File: src/rtl/entry_scan_ctrl_if.sv
`default_nettype none
// ============================================================================
// Module   : entry_scan_ctrl_if
// Brief    : Handshake bundle between the scan controller and the entry checker.
// Revision : 1.0 - initial release
// ============================================================================
interface entry_scan_ctrl_if #(
  parameter int WIDTH = 8
);
  logic [1:0]       sel;
  logic [WIDTH-1:0] ent_data;
  logic [WIDTH-1:0] key_out;
  logic             chk_valid;
  logic             chk_ready;
  logic             chk_match;

  modport master (
    output sel,
    output ent_data,
    output key_out,
    output chk_valid,
    input  chk_ready,
    input  chk_match
  );

  modport slave (
    input  sel,
    input  ent_data,
    input  key_out,
    input  chk_valid,
    output chk_ready,
    output chk_match
  );
endinterface
`default_nettype wire

File: src/rtl/entry_scan_ctrl.sv
`default_nettype none
// ============================================================================
// Module   : entry_scan_ctrl
// Brief    : Owns a 4-entry record table and walks it through the downstream
//            entry checker, reporting first match index and match count.
// Revision : 1.0 - initial release
// ============================================================================
module entry_scan_ctrl #(
  parameter int WIDTH = 8
) (
  input  wire logic             clk,
  input  wire logic             rst,
  input  wire logic             wr_en,
  input  wire logic [1:0]       wr_idx,
  input  wire logic [WIDTH-1:0] wr_data,
  input  wire logic             inv_all,
  input  wire logic             start,
  input  wire logic [WIDTH-1:0] key,
  input  wire logic             abort,
  entry_scan_ctrl_if.master     chk,
  output logic                  busy,
  output logic                  done,
  output logic                  hit,
  output logic [1:0]            hit_idx,
  output logic [2:0]            match_cnt,
  output logic                  wr_drop
);

  localparam logic [1:0] c_LAST_IDX = 2'd3;

  typedef enum logic [1:0] {
    ST_IDLE = 2'd0,
    ST_SCAN = 2'd1,
    ST_DONE = 2'd2
  } state_t;

  state_t           r_state;
  state_t           w_state_nxt;
  logic [WIDTH-1:0] r_table [4];
  logic [3:0]       r_vld;
  logic [WIDTH-1:0] r_key;
  logic [1:0]       r_idx;
  logic             r_hit;
  logic [1:0]       r_hit_idx;
  logic [2:0]       r_match_cnt;
  logic             r_wr_drop;

  logic w_idle;
  logic w_start;
  logic w_wr;
  logic w_inv;
  logic w_abort;
  logic w_chk_valid;
  logic w_xfer;
  logic w_step;

  assign w_idle  = (r_state == ST_IDLE);
  assign w_start = w_idle & start;
  // inv_all takes priority over a simultaneous write
  assign w_inv   = w_idle & inv_all;
  assign w_wr    = w_idle & wr_en & ~inv_all;
  assign w_abort = (r_state == ST_SCAN) & abort;

  always_comb begin
    w_state_nxt = r_state;
    w_chk_valid = 1'b0;
    w_xfer      = 1'b0;
    w_step      = 1'b0;
    case (r_state)
      ST_IDLE: begin
        if (start) begin
          w_state_nxt = ST_SCAN;
        end
      end
      ST_SCAN: begin
        if (abort) begin
          w_state_nxt = ST_IDLE;
        end else begin
          // invalid entries are skipped without offering them to the checker
          w_chk_valid = r_vld[r_idx];
          w_xfer      = r_vld[r_idx] & chk.chk_ready;
          w_step      = ~r_vld[r_idx] | chk.chk_ready;
          if (w_step && (r_idx == c_LAST_IDX)) begin
            w_state_nxt = ST_DONE;
          end
        end
      end
      ST_DONE: begin
        w_state_nxt = ST_IDLE;
      end
      default: begin
        w_state_nxt = ST_IDLE;
      end
    endcase
  end

  always_ff @(posedge clk or posedge rst) begin
    if (rst) begin
      r_state <= ST_IDLE;
    end else begin
      r_state <= w_state_nxt;
    end
  end

  always_ff @(posedge clk or posedge rst) begin
    if (rst) begin
      for (int i = 0; i < 4; i++) begin
        r_table[i] <= '0;
      end
      r_vld <= 4'b0000;
    end else if (w_inv) begin
      r_vld <= 4'b0000;
    end else if (w_wr) begin
      r_table[wr_idx] <= wr_data;
      r_vld[wr_idx]   <= 1'b1;
    end
  end

  always_ff @(posedge clk or posedge rst) begin
    if (rst) begin
      r_key <= '0;
      r_idx <= 2'd0;
    end else if (w_start) begin
      r_key <= key;
      r_idx <= 2'd0;
    end else if (w_step && (r_idx != c_LAST_IDX)) begin
      r_idx <= r_idx + 2'd1;
    end
  end

  always_ff @(posedge clk or posedge rst) begin
    if (rst) begin
      r_hit       <= 1'b0;
      r_hit_idx   <= 2'd0;
      r_match_cnt <= 3'd0;
    end else if (w_start || w_abort) begin
      r_hit       <= 1'b0;
      r_hit_idx   <= 2'd0;
      r_match_cnt <= 3'd0;
    end else if (w_xfer && chk.chk_match) begin
      r_match_cnt <= r_match_cnt + 3'd1;
      if (!r_hit) begin
        r_hit     <= 1'b1;
        r_hit_idx <= r_idx;
      end
    end
  end

  always_ff @(posedge clk or posedge rst) begin
    if (rst) begin
      r_wr_drop <= 1'b0;
    end else begin
      r_wr_drop <= ~w_idle & (wr_en | inv_all);
    end
  end

  assign chk.sel       = r_idx;
  assign chk.ent_data  = r_table[r_idx];
  assign chk.key_out   = r_key;
  assign chk.chk_valid = w_chk_valid;

  assign busy      = ~w_idle;
  assign done      = (r_state == ST_DONE);
  assign hit       = r_hit;
  assign hit_idx   = r_hit_idx;
  assign match_cnt = r_match_cnt;
  assign wr_drop   = r_wr_drop;

endmodule
`default_nettype wire

File: src/flat_wrapper.sv
// flat-port wrapper written by rule: the top's interface ports become plain ports
module entry_scan_ctrl_flat 
#(
  parameter int WIDTH = 8
)
  (clk, rst, wr_en, wr_idx, wr_data, inv_all, start, key, abort, busy, done, hit, hit_idx, match_cnt, wr_drop, chk_sel, chk_ent_data, chk_key_out, chk_chk_valid, chk_chk_ready, chk_chk_match);
  entry_scan_ctrl_if #(.WIDTH(WIDTH)) chk_i ();
  input  wire logic clk;
  input  wire logic rst;
  input  wire logic wr_en;
  input  wire logic [1:0] wr_idx;
  input  wire logic [WIDTH-1:0] wr_data;
  input  wire logic inv_all;
  input  wire logic start;
  input  wire logic [WIDTH-1:0] key;
  input  wire logic abort;
  output logic busy;
  output logic done;
  output logic hit;
  output logic [1:0] hit_idx;
  output logic [2:0] match_cnt;
  output logic wr_drop;
  output wire logic [$bits(chk_i.sel)-1:0] chk_sel;
  output wire logic [$bits(chk_i.ent_data)-1:0] chk_ent_data;
  output wire logic [$bits(chk_i.key_out)-1:0] chk_key_out;
  output wire logic [$bits(chk_i.chk_valid)-1:0] chk_chk_valid;
  input wire logic [$bits(chk_i.chk_ready)-1:0] chk_chk_ready;
  input wire logic [$bits(chk_i.chk_match)-1:0] chk_chk_match;
  assign chk_sel = chk_i.sel;
  assign chk_ent_data = chk_i.ent_data;
  assign chk_key_out = chk_i.key_out;
  assign chk_chk_valid = chk_i.chk_valid;
  assign chk_i.chk_ready = chk_chk_ready;
  assign chk_i.chk_match = chk_chk_match;
  entry_scan_ctrl #(.WIDTH(WIDTH)) u_core (.clk(clk), .rst(rst), .wr_en(wr_en), .wr_idx(wr_idx), .wr_data(wr_data), .inv_all(inv_all), .start(start), .key(key), .abort(abort), .chk(chk_i), .busy(busy), .done(done), .hit(hit), .hit_idx(hit_idx), .match_cnt(match_cnt), .wr_drop(wr_drop));
endmodule
File: config.mk
export PLATFORM = sky130hd
export DESIGN_NAME = entry_scan_ctrl_flat
export DESIGN_NICKNAME = d
export VERILOG_FILES = /design/src/rtl/entry_scan_ctrl_if.sv /design/src/rtl/entry_scan_ctrl.sv /design/src/flat_wrapper.sv
export SDC_FILE = /design/constraint.sdc
export NUM_CORES = 1
export LEC_CHECK = 0
export CORE_MARGIN = 3
export CORE_UTILIZATION = 40
export CTS_CLUSTER_DIAMETER = 50
export DETAILED_ROUTE_END_ITERATION = 10
export MAX_ROUTING_LAYER = met4
export PLACE_DENSITY = 0.65
export SLEW_MARGIN = 5
export SYNTH_ARGS = -nofsm -noshare
export SYNTH_HDL_FRONTEND = slang
export SYNTH_SLANG_ARGS = --single-unit
File: constraint.sdc
create_clock -name clk -period 2.05 [get_ports clk]
set_input_delay 0.41 -clock clk [delete_from_list [all_inputs] [get_ports clk]]
set_output_delay 0.41 -clock clk [all_outputs]
set_load 0.005 [all_outputs]
==> summary.txt <==
STA
  – FMAX: 500 MHz
  – Fin. Hold Viols: 0
  – Fin crit share: 97.6%
  – Worst rel slew slack: 68.8%
  – Final setup violation count: 0
  – Slack of the critical path: 0.0494 ns
  – Max Slew Vio Count: 0
  – Setup TNS: 0 ns
  – Worst Clk Skew: 0.00716 ns
  – Worst hold slack: 0.463 ns
  – Slew @ Worst Pin: 0.455 ns
  – Min Tclk post-route: 2.00 ns
  – RSZ-0062 raised after global routing: yes

Floorplan
  – Die width: 85.1 um
  – Full die area: 7240 um2
  – Site Rows: 28
  – Initial Util: 41.8%
  – Core area: 5990 um2
  – Num ports: 54
  – Die height: 85.1 um

Run
  – Max Cap Violations: 0

Drt
  – Vias: 1,664
  – Drt total wl: 5090 um
  – Detail Route Antenna Nets: 0
  – 1st-iter DRT viols: 103
  – Drt drc: 0
  – 1st-pass router iterations: 4
  – Via-to-Cell Ratio: 5.07
  – Routed len/inst: 15.5 um

Worst setup path
  – Worst Path Class, Setup: reg2out
  – Reg2reg path depth: 7
  – CP startpoint kind: flop
  – Crit Reg-Reg Startpoint: u_core.chk.sel[0]
  – WP data required: 1.64 ns
  – Arr. time, crit path: 1.59 ns
  – Reg2reg setup slack: 0.19 ns
  – Reg-to-reg endpoint: u_core.chk.sel[0]
  – Max FO, Critical Path: 5
  – Endpoint type of the worst setup path: output port

Finish
  – Nets: 280
  – Cell area after layout: 3440 um2
  – N_diodes: 0
  – Commonest non-fill, non-tap cell in the layout: dfrtp_1
  – Layout cell share with drive strength beyond 1: 39.9%
  – Syn-to-layout area delta: 37.5%
  – Most frequent cells in the layout: dfrtp_1, clkdlybuf4s50_1, mux2_2

Clocking
  – H-tree levels: 2
  – Clock transition at path regs: 0.10 ns
  – CTS tree: yes
  – Cts bufs inserted: 5
  – CTS Hold Bufs: 0
  – Root Buffer: clkbuf_8
  – Worst-Skew Late Latency: 0.31 ns
  – Clock sink total: 55
  – Clock buffer depth: 2

Yosys
  – Synth Area in Compound Gates: 3.40%
  – Post-Syn Nets: 200
  – Average cell area after synthesis: 14.5 um2
  – Synth Warn #: 0
  – Prevailing post-synth register cell: dfrtp_1
  – Seq/Total Area, Yosys: 55.0%
  – Synth Register Bits: 55
  – Main combinational cell family by area after synthesis: multiplexers
  – Cells after Synth: 172
  – Post-synth ARST share: 100%
  – Post-Synth XOR/XNOR Area: 0%
  – Number of synthesized flops with an enable pin: 0
  – Mapped Area: 2500 um2
  – Netlist cell types: 33
  – Synth Area in Simple Gates: 7.80%
  – Mux share of post-synthesis cell area: 30.3%
  – Fraction of the mapped netlist area in adder cells: 1.00%

GRT
  – First-pass GRT wire length: 8700 um
  – Largest net degree at the start of global routing: 56
  – Initial antenna violation count: 0
  – Vias in the first global route: 1,728
  – GR Overflow Total: 0
  – GRT Util Overall: 15.7%

Place
  – Dpl hpwl: 3450 um
  – GPL Wtd Cong: 0.724
  – Place WS: -0.0795 ns
  – Placed inst area: 3210 um2
  – IO buf count: 53

Power
  – Leak: 1.53 nW
  – IR drop worst, VDD: 764 uV
  – PwrDens: 1210 nW/um2

Status
  – Status: finished, final reports clean

Hold path
  – Worst hold path class: in2async
Yosys cell counts (all sizes together) (3+ instances only):
library cell / count / share of area, %
nand2: 9 / 1.6
nor2b: 3 / 0.75
mux2i: 10 / 4.0
mux4: 9 / 8.3
mux2: 40 / 18
a21boi: 3 / 0.90
inv: 8 / 1.2
o21ai: 7 / 1.4
dfrtp: 55 / 55
buf: 4 / 1.2
critical path: stages (launching register included):
cell,delay [ns]
dfrtp_2,0.42
buf_6,0.15
mux4_2,0.50
clkdlybuf4s15_1,0.22
cells by family after synthesis:
logic type	count (synthesis)
buf+inv	13
compound gates	13
fa+ha+maj	2
simple gates	30
mux	59
flops	55
repair_timing:
action                                  in CTS  in global routing
setup buffers                                8                  4
gates resized for setup                     22                 14
endpoints found under the setup margin       9                  9
pin swaps                                    0                  1
gates cloned                                 0                  0
state kept, by name (all words and copies together) (netlist names):
name and count:
u_core.r_state 2, u_core.wr_drop 1, u_core.r_table 32, u_core.chk.key_out 8, u_core.match_cnt 3, u_core.r_vld 4, u_core.hit_idx 2, u_core.hit 1
u_core.chk.sel 2
worst max path at each step:
stage	start	to	slack, ns
2_1_floorplan	rst	u_core.chk.key_out[0]	0.30
3_3_place_gp	abort	chk_chk_valid	-0.08
3_5_place_dp	abort	chk_chk_valid	-0.08
4_1_cts	u_core.chk.sel[0]	chk_chk_valid	-0.12
5_1_grt	u_core.chk.sel[0]	chk_ent_data[5]	-0.01
6_report	u_core.chk.sel[0]	chk_ent_data[5]	0.05
per-stage QoR:
| stage | std cells | utilization (%) | total power (W) |
|---|---|---|---|
| 2_1_floorplan | 172 | - | 0.00248 |
| 3_3_place_gp | 309 | 53.6 | 0.00323 |
| 3_5_place_dp | 309 | 53.6 | 0.00325 |
| 4_1_cts | 325 | 56.8 | 0.00412 |
| 5_1_grt | 328 | 57.4 | 0.00442 |
| 6_report | 328 | 57.4 | 0.00415 |
power breakdown:
group | switching, W | internal, W | total [W]
Combinational | 0.000545 | 0.00110 | 0.00165
Clock | 0.000360 | 0.000487 | 0.000847
Sequential | 0.000194 | 0.00146 | 0.00166
Total | 0.00110 | 0.00305 | 0.00415
area by class of cell:
cell class / instances / area [um2]
flip-flops and latches: 55 / 1380
fillers: 494 / 2550
repair buffers: 78 / 737
well taps: 75 / 93.8
clock buffers: 5 / 68.8
clock inverters: 3 / 67.6
inverters: 8 / 30.0
multi-input cells: 104 / 1060
layer usage:
layer / up-vias / GRT usage, % / share of wire, %
met5: - / - / 0
met2: 53 / 25.4 / 49
met4: 0 / 3.88 / 0.53
met3: 2 / 4.17 / 6.3
li1: 780 / - / -
met1: 829 / 19.7 / 45
(Power assumes the default switching activity.)
